==> config.mk <==
export PLATFORM = sky130hd
export DESIGN_NAME = reg_file_alu_pipe
export DESIGN_NICKNAME = d
export VERILOG_FILES = /design/src/rtl/reg_file_alu_pkg.sv /design/src/rtl/reg_file_alu_pipe_alu_core.sv /design/src/rtl/reg_file_alu_pipe.sv
export SDC_FILE = /design/constraint.sdc
export NUM_CORES = 1
export LEC_CHECK = 0
export ABC_AREA = 0
export BUFFER_PORTS_ARGS = -buffer_cell sky130_fd_sc_hd__buf_4
export CORE_MARGIN = 2
export CORE_UTILIZATION = 65
export DETAILED_ROUTE_END_ITERATION = 7
export GPL_TIMING_DRIVEN = 0
export PLACE_DENSITY = 0.83
export SLEW_MARGIN = 10
export SYNTH_ARGS = -nofsm -noshare
export SYNTH_HDL_FRONTEND = slang
export SYNTH_SLANG_ARGS = --single-unit
==> constraint.sdc <==
create_clock -name clk -period 8.7 [get_ports clk]
set_input_delay 0 -clock clk [delete_from_list [all_inputs] [get_ports clk]]
set_output_delay 0 -clock clk [all_outputs]
set_load 0.05 [all_outputs]
==> src/rtl/reg_file_alu_pkg.sv <==
// ============================================================================
// Module   : reg_file_alu_pkg
// Purpose  : Shared ALU opcode, flag bundle and default sizing for the
//            register-file/ALU pipeline.
// Revision : 1.0  initial release
// ============================================================================
`default_nettype none

package reg_file_alu_pkg;

    localparam int c_DATA_W_DEFAULT = 8;
    localparam int c_NREGS_DEFAULT  = 16;

    typedef enum logic [2:0] {
        ALU_AND = 3'b000,
        ALU_OR  = 3'b001,
        ALU_ADD = 3'b010,
        ALU_SUB = 3'b011,
        ALU_XOR = 3'b100,
        ALU_SLT = 3'b101,
        ALU_SHL = 3'b110,
        ALU_SHR = 3'b111
    } alu_op_t;

    typedef struct packed {
        logic zero;
        logic carry;
        logic overflow;
    } alu_flags_t;

endpackage

`default_nettype wire

==> src/rtl/reg_file_alu_pipe_alu_core.sv <==
// ============================================================================
// Module   : alu_core
// Purpose  : Combinational 8-op ALU with carry/borrow, signed overflow and
//            zero flags, parametrised on datapath width.
// Revision : 1.0  initial release
// ============================================================================
`default_nettype none

module alu_core
    import reg_file_alu_pkg::*;
#(
    parameter int DATA_W = c_DATA_W_DEFAULT
) (
    input  logic [DATA_W-1:0] i_a,
    input  logic [DATA_W-1:0] i_b,
    input  alu_op_t           i_op,
    output logic [DATA_W-1:0] o_result,
    output logic              o_carry,
    output logic              o_overflow,
    output logic              o_zero
);

    localparam int SH_W = (DATA_W > 1) ? $clog2(DATA_W) : 1;

    logic [DATA_W:0]   w_sum;
    logic [DATA_W:0]   w_diff;
    logic [DATA_W:0]   w_shl;
    logic [SH_W-1:0]   w_shamt;
    logic              w_slt;

    assign w_shamt = i_b[SH_W-1:0];
    assign w_sum   = {1'b0, i_a} + {1'b0, i_b};
    // Top bit of the widened difference is the unsigned borrow.
    assign w_diff  = {1'b0, i_a} - {1'b0, i_b};
    // Widened shift parks the last bit shifted out in the top position.
    assign w_shl   = {1'b0, i_a} << w_shamt;
    assign w_slt   = $signed(i_a) < $signed(i_b);

    always_comb begin
        o_result   = '0;
        o_carry    = 1'b0;
        o_overflow = 1'b0;
        case (i_op)
            ALU_AND: o_result = i_a & i_b;
            ALU_OR:  o_result = i_a | i_b;
            ALU_ADD: begin
                o_result   = w_sum[DATA_W-1:0];
                o_carry    = w_sum[DATA_W];
                o_overflow = (i_a[DATA_W-1] == i_b[DATA_W-1]) &&
                             (w_sum[DATA_W-1] != i_a[DATA_W-1]);
            end
            ALU_SUB: begin
                o_result   = w_diff[DATA_W-1:0];
                o_carry    = w_diff[DATA_W];
                o_overflow = (i_a[DATA_W-1] != i_b[DATA_W-1]) &&
                             (w_diff[DATA_W-1] != i_a[DATA_W-1]);
            end
            ALU_XOR: o_result = i_a ^ i_b;
            ALU_SLT: o_result = {{(DATA_W-1){1'b0}}, w_slt};
            ALU_SHL: begin
                o_result = w_shl[DATA_W-1:0];
                o_carry  = w_shl[DATA_W];
            end
            ALU_SHR: o_result = i_a >> w_shamt;
            default: o_result = '0;
        endcase
    end

    assign o_zero = (o_result == '0);

endmodule

`default_nettype wire

==> src/rtl/reg_file_alu_pipe.sv <==
// ============================================================================
// Module   : reg_file_alu_pipe
// Purpose  : Two-stage register-file/ALU pipeline (operand capture, then
//            execute + write-back). Define REG_FILE_ALU_BYPASS_EN to forward
//            the in-flight result to a dependent op issued the next cycle.
// Revision : 1.0  initial release
// ============================================================================
`default_nettype none

module reg_file_alu_pipe
    import reg_file_alu_pkg::*;
#(
    parameter int DATA_W = c_DATA_W_DEFAULT,
    parameter int NREGS  = c_NREGS_DEFAULT,
    parameter int ADDR_W = $clog2(NREGS)
) (
    input  logic              clk,
    input  logic              reset,
    input  logic              in_valid,
    input  logic [ADDR_W-1:0] RA1,
    input  logic [ADDR_W-1:0] RA2,
    input  logic [ADDR_W-1:0] WA,
    input  logic [DATA_W-1:0] external_data_in,
    input  logic              RegWrite,
    input  logic              ALUSrc,
    input  logic [2:0]        ALUControl,
    output logic [DATA_W-1:0] ALUResult,
    output logic              out_valid,
    output logic              zero,
    output logic              carry,
    output logic              overflow
);

    logic [DATA_W-1:0] r_regs [NREGS];

    logic              r_s1_valid;
    logic [DATA_W-1:0] r_s1_a;
    logic [DATA_W-1:0] r_s1_b;
    alu_op_t           r_s1_op;
    logic [ADDR_W-1:0] r_s1_wa;
    logic              r_s1_we;

    logic [DATA_W-1:0] r_result;
    alu_flags_t        r_flags;
    logic              r_out_valid;

    logic [DATA_W-1:0] w_alu_result;
    alu_flags_t        w_alu_flags;
    logic              w_fwd_a;
    logic              w_fwd_b;
    logic              w_wr_en;
    logic [DATA_W-1:0] w_op_a;
    logic [DATA_W-1:0] w_op_b;

    alu_core #(
        .DATA_W     (DATA_W)
    ) u_alu (
        .i_a        (r_s1_a),
        .i_b        (r_s1_b),
        .i_op       (r_s1_op),
        .o_result   (w_alu_result),
        .o_carry    (w_alu_flags.carry),
        .o_overflow (w_alu_flags.overflow),
        .o_zero     (w_alu_flags.zero)
    );

    assign w_wr_en = r_s1_valid && r_s1_we;

`ifdef REG_FILE_ALU_BYPASS_EN
    // Producer is one stage ahead and writes only at this same edge.
    assign w_fwd_a = w_wr_en && (r_s1_wa == RA1);
    assign w_fwd_b = w_wr_en && (r_s1_wa == RA2) && !ALUSrc;
`else
    assign w_fwd_a = 1'b0;
    assign w_fwd_b = 1'b0;
`endif

    always_comb begin
        w_op_a = r_regs[RA1];
        w_op_b = r_regs[RA2];
        if (w_fwd_a) w_op_a = w_alu_result;
        if (ALUSrc)
            w_op_b = external_data_in;
        else if (w_fwd_b)
            w_op_b = w_alu_result;
    end

    always_ff @(posedge clk) begin
        if (reset) begin
            for (int i = 0; i < NREGS; i++) r_regs[i] <= '0;
        end else if (w_wr_en) begin
            r_regs[r_s1_wa] <= w_alu_result;
        end
    end

    always_ff @(posedge clk) begin
        if (reset) begin
            r_s1_valid <= 1'b0;
            r_s1_a     <= '0;
            r_s1_b     <= '0;
            r_s1_op    <= ALU_AND;
            r_s1_wa    <= '0;
            r_s1_we    <= 1'b0;
        end else begin
            r_s1_valid <= in_valid;
            if (in_valid) begin
                r_s1_a  <= w_op_a;
                r_s1_b  <= w_op_b;
                r_s1_op <= alu_op_t'(ALUControl);
                r_s1_wa <= WA;
                r_s1_we <= RegWrite;
            end
        end
    end

    // Bubbles leave the previous result and flags on the outputs.
    always_ff @(posedge clk) begin
        if (reset) begin
            r_result    <= '0;
            r_flags     <= '0;
            r_out_valid <= 1'b0;
        end else begin
            r_out_valid <= r_s1_valid;
            if (r_s1_valid) begin
                r_result <= w_alu_result;
                r_flags  <= w_alu_flags;
            end
        end
    end

    assign ALUResult = r_result;
    assign out_valid = r_out_valid;
    assign zero      = r_flags.zero;
    assign carry     = r_flags.carry;
    assign overflow  = r_flags.overflow;

endmodule

`default_nettype wire

After elaboration in Yosys (flattened, before gate mapping)
Memories as Yosys holds them, arrays and structs flattened. A register that Yosys moved wholly into a read port is not among the register bits. Cells that the tools add are included.

Word-level logic and storage cells: 48. Output and inout bits: 12. RAM bits: 128. Bits in registers: 29. Memories: 1. Input port bits: 28.

Memory list: r_regs (depth 16, bits a word 8, rd ports 2, clocked after memory_dff 1, write ports 16, line reg_file_alu_pipe.sv:34) `logic [DATA_W-1:0] r_regs [NREGS];`.

Eq/ne operators: 11. Magnitude comparators: 1. Reduce and logical (&&, ||, !) cells: 6. Multiplexer cells: 12. Shift-type cells: 2. Bitwise operators: 3. $add $sub $neg: 2.

Operators by type and width (count): $pmux 8 s8 (1); $mux 8 (2); $eq 3x3->1 const B (4); $add 8x8->9 (1); $shl 8x3->9 (1); $sub 8x8->9 (1); $and 8x8->8 (1); $logic_not 8->1 (1); $lt 8x8->1 (1); $or 8x8->8 (1); $reduce_or 8->1 (1); $shr 8x3->8 (1); $xor 8x8->8 (1); $eq 3x2->1 const B (2); $mux 1 (6); $mux 4 (1); $eq 3x1->1 const B (1); $logic_and 1x1->1 (3); $logic_not 3->1 (1); $ne 1x1->1 (3); $pmux 1 s3 (1); $pmux 1 s2 (1); $eq 1x1->1 (1).

Logic depth before layout (Yosys ltp)
Word-level depth: 6. Mapped depth: 12. Mapped depth without buffers: 11.

Hierarchy
A second synthesis with hierarchy kept.

Cell total of the unflattened synthesis: 948. Area total of the unflattened synthesis: 10266.1 um^2.

By module, submodules not included: reg_file_alu_pipe (seq. area each 4584.4 um^2, area each 8405.6 um^2, cells an instance 679, times used 1); alu_core (seq. area each 0.0 um^2, area each 1860.5 um^2, cells an instance 269, times used 1).

Worst setup path after synthesis
No wires, ideal clock.

Kind: register to register. From: register r_s1_b[1]. To: memory r_regs[11][7] (netlist name) (data pin). Arrival time: 2610 ps. Stages on the path, launching flop included: 13. Buffers on the path: 3. Period minus slack after synthesis: 2872 ps. Setup time: 262 ps. Setup slack: 5828 ps. Required time: 8438 ps. Path through: dfxtp_1 -> buf_6 -> buf_4 -> inv_1 -> ha_1 -> or2_2 -> a221oi_1 -> nor4_1 -> o21bai_1 -> nor3_1 -> nor4_4 -> buf_6 -> nor2_2.

RTL lines: from (decl) (line reg_file_alu_pipe.sv:38) `logic [DATA_W-1:0] r_s1_b;`; from (signal assigned) (line reg_file_alu_pipe.sv:108) `r_s1_b <= w_op_b;`; to (decl) (line reg_file_alu_pipe.sv:34).

==> flow_summary.toml <==
[power_and_ir_drop]
p_int_w = 0.00144
vdd.ir_drop.worst_v = 0.000185
p_leak_nw = 3.97
power.clock.fraction = 0.374
power_frac_comb = 0.189
seqPwrFrac = 0.438
total_switching_power_w = 0.000632
switching_share = 0.305
cellPowerDensity_nw_per_um2 = 187

[cts]
cts_hold_repair.buffers = 20
clock_tree.root_cell = "sky130_fd_sc_hd__clkbuf_16"
ctsResizeCount = 0
cts_setup_buffers = 0
cts_tree = "yes"
cts.sinks = 165
clkSlewWorstSetupHoldPaths_ns = 0.07
cts_inserted_buffers = 17
clock_insertion_delay_worst_skew_ns = 0.44
htreeDepth = 4
max-clock-path-buffers = 2

[synthesis]
synth_seq_cells = 165
synth_cell_types = 68
synthAdderAreaFrac = 0.0360
ys_async_sr_fraction = 0
synth_simple_gate_area_share = 0.138
post_synth.cell_area_avg_um2 = 12.0
synth_top_family_by_area = "multiplexers"
synth_compound_gate_area_share = 0.0810
synth-xor-area-share = 0.00268
syn_inst = 816
yosysWarningCount = 0
synth_edf_count = 128
synthesis.area_um2 = 9790
syn_nets = 871
synthFlopType = "sky130_fd_sc_hd__edfxtp_1"
synth.mux.area_fraction = 0.233
synth.yosys.seq_area_share = 0.468

[floorplanning]
floorplan.initialDensity = 0.669
core_um2 = 14600
die_area_um2 = 16100
dieHeight_um = 127
rows = 44
die_x_um = 127
ioPinCount = 40

[sta]
fmax_ghz = 0.245
finalSetupViolations = 0
final_hold_viol_count = 0
clock-skew-final_ns = 0.0116
post-route-period-util = 0.469
post-route-min-period_ns = 4.08
rsz0062_at_grt = "no"
final_hold_slack_ns = 0.240
final_max_slew_viol_count = 0
relSlewSlack = 0.163
totalNegativeSetupSlack_ns = 0
worst_slew_pin_slew_ns = 1.26

[routing]
antenna_violating_nets_post_route = 0
first_pass_iters = 6
viasPerCell = 7.10
route.final.wire_length_mm = 30.1
via_count = 7685
route.detailed.wl_per_inst_um = 27.8
post-route-drc-count = 0
drt-initial-drc-count = 1067

[critical_path]
worst_ep_required_time_ns = 8.88
critPathMaxFanout = 10
critPathArrivalTime_ns = 4.26
setup.reg_to_reg.worst_slack_ns = 4.62
startpoint = "r_s1_b[2]"
r2r-start = "r_s1_b[2]"
worst_setup_path_end_kind = "flop"
timing_worst_setup_path_type = "reg -> reg"
worstSetupStartpointType = "flop"
reg2regPathDepth = 11
r2r_end = "r_regs[11][7]"

[placement]
hpwl_mm = 22.2
place.port_buffers = 30
globalplace.congestion = 0.982

[worst_hold_path]
endpoint_of_the_worst_hold_path = "r_s1_b[6]"
worst_hold_startpoint = "ALUSrc"
timing.hold.worst_path_depth = 3
hp-class = "in -> reg"

[finish]
drive_gt1_frac = 0.223
insertedDiodeCount = 0
fillers = 946
multiInputGateArea_um2 = 4800
register_area_um2 = 4580
nNetsFinal = 940
synthToLayoutAreaGrowth_pct = 13.0

[global_routing]
antenna_found_initial = 0
grt_overflow = 0
grt_first_pass_wirelength_mm = 45.2
pin_count_of_the_biggest_net_entering_global_routing = 19
grt_util_all_layers = 0.390
grt_pass1_vias = 7549

[job]
max_cap_violations = 0

[run_status]
run_status = "completed"
[cell families after synthesis]
kind of cell / after synthesis
mux: 121
buf+inv: 94
compound gates: 109
xor+xnor: 3
fa+ha+maj: 27
flops: 165
simple gates: 297
[critical path, stage by stage, from the launching register on]
cell and delay, ns:
sky130_fd_sc_hd__dfxtp_1 0.40, sky130_fd_sc_hd__clkbuf_1 0.43, sky130_fd_sc_hd__inv_1 0.24, sky130_fd_sc_hd__ha_1 0.33, sky130_fd_sc_hd__buf_2 0.18, sky130_fd_sc_hd__a221oi_1 0.60, sky130_fd_sc_hd__nor4_1 0.17, sky130_fd_sc_hd__o21bai_1 0.26
sky130_fd_sc_hd__nor3_1 0.11, sky130_fd_sc_hd__nor4_4 0.73, sky130_fd_sc_hd__buf_6 0.30, sky130_fd_sc_hd__nor2_2 0.05
[layout by cell type (no fill, tap or decap), drive strengths merged, types with 3 or more instances in the layout]
cell type and instances:
nor2 184, edfxtp 128, mux4 85, buf 61
clkbuf 52, dfxtp 37, inv 35, nand2 34
mux2i 34, a21oi 26, ha 25, nand2b 21
dlygate4sd3 20, o21ai 19, a211oi 17, nand3 12
nor3 12, clkinv 7, nor2b 6, nor4 6
o21a 5, o211ai 5, or2 5, a21o 4
nor3b 3, o22ai 3, a221oi 3, o32ai 3
[power by group through the flow]
| stage | registers (W) | clock network [W] | logic (W) |
|---|---|---|---|
| final | 0.000908 | 0.000775 | 0.000391 |
| after global placement | 0.000919 | 0 | 0.000361 |
| after floorplan | 0.000921 | 0 | 0.000245 |
| after detailed placement | 0.000923 | 0 | 0.000368 |
| after CTS | 0.000906 | 0.000768 | 0.000379 |
| after global routing | 0.000910 | 0.000796 | 0.000410 |
[state kept, by name, summed over array words and instances, names as in the netlist, 3 cells and up]
name,cells
ALUResult,8
r_regs,128
r_s1_a,8
r_s1_b,8
r_s1_op,3
r_s1_wa,4
[cells in the mapped netlist (6+ instances only)]
cell type                    n  area, um^2
sky130_fd_sc_hd__buf_1       6        22.5
sky130_fd_sc_hd__nand3_1    12        60.1
sky130_fd_sc_hd__a21oi_1    26         130
sky130_fd_sc_hd__a211oi_1   16         120
sky130_fd_sc_hd__nand2b_1   21         131
sky130_fd_sc_hd__mux2i_1    34         340
sky130_fd_sc_hd__dfxtp_1    37         741
sky130_fd_sc_hd__nor2b_1     6        37.5
sky130_fd_sc_hd__nor2_1    174         653
sky130_fd_sc_hd__mux4_2     85        1910
sky130_fd_sc_hd__nor2_2     10        62.6
sky130_fd_sc_hd__ha_1       25         313
sky130_fd_sc_hd__inv_1      28         105
sky130_fd_sc_hd__nand2_1    34         128
sky130_fd_sc_hd__nor3_1     11        55.1
sky130_fd_sc_hd__edfxtp_1  128        3840
sky130_fd_sc_hd__buf_2      19        95.1
sky130_fd_sc_hd__o21ai_0    18        90.1
sky130_fd_sc_hd__clkbuf_1   35         131
[through the flow]
step	setup WS [ns]	util	power (W)	std cells	area (um^2)
2_1_floorplan	5.83	-	0.00117	816	9790
3_3_place_gp	4.92	0.700	0.00128	1030	10200
3_5_place_dp	4.83	0.700	0.00129	1030	10200
4_1_cts	4.82	0.755	0.00205	1082	11100
5_1_grt	4.60	0.756	0.00212	1082	11100
6_report	4.62	0.756	0.00207	1082	11100
[how the worst max path moves through the flow]
stage	end	slack [ns]	cells after the start
after global routing	r_regs[11][7]	4.60	11
after floorplan	r_regs[11][7]	5.83	12
after CTS	r_regs[11][7]	4.82	12
final	r_regs[11][7]	4.62	11
after detailed placement	r_regs[11][7]	4.83	12
after global placement	r_regs[7][7]	4.92	12
[per-layer routing]
metal,track usage,share of wire,routed length (um),vias up
li1,-,-,-,3192
met1,0.519,0.36,10700,3783
met2,0.601,0.46,13900,610
met3,0.104,0.13,3770,100
met4,0.196,0.055,1670,0
met5,0,0,0,-
[layout make-up]
class | count | share of cell area
clock buffer | 17 | 0.0384
sequential | 165 | 0.414
buffer | 66 | 0.0276
tap | 184 | 0.0208
inverter | 28 | 0.00950
clock inverter | 15 | 0.0167
multi-input combinational | 557 | 0.434
timing repair buffer | 50 | 0.0384
Power figures use the tool's default switching activity.
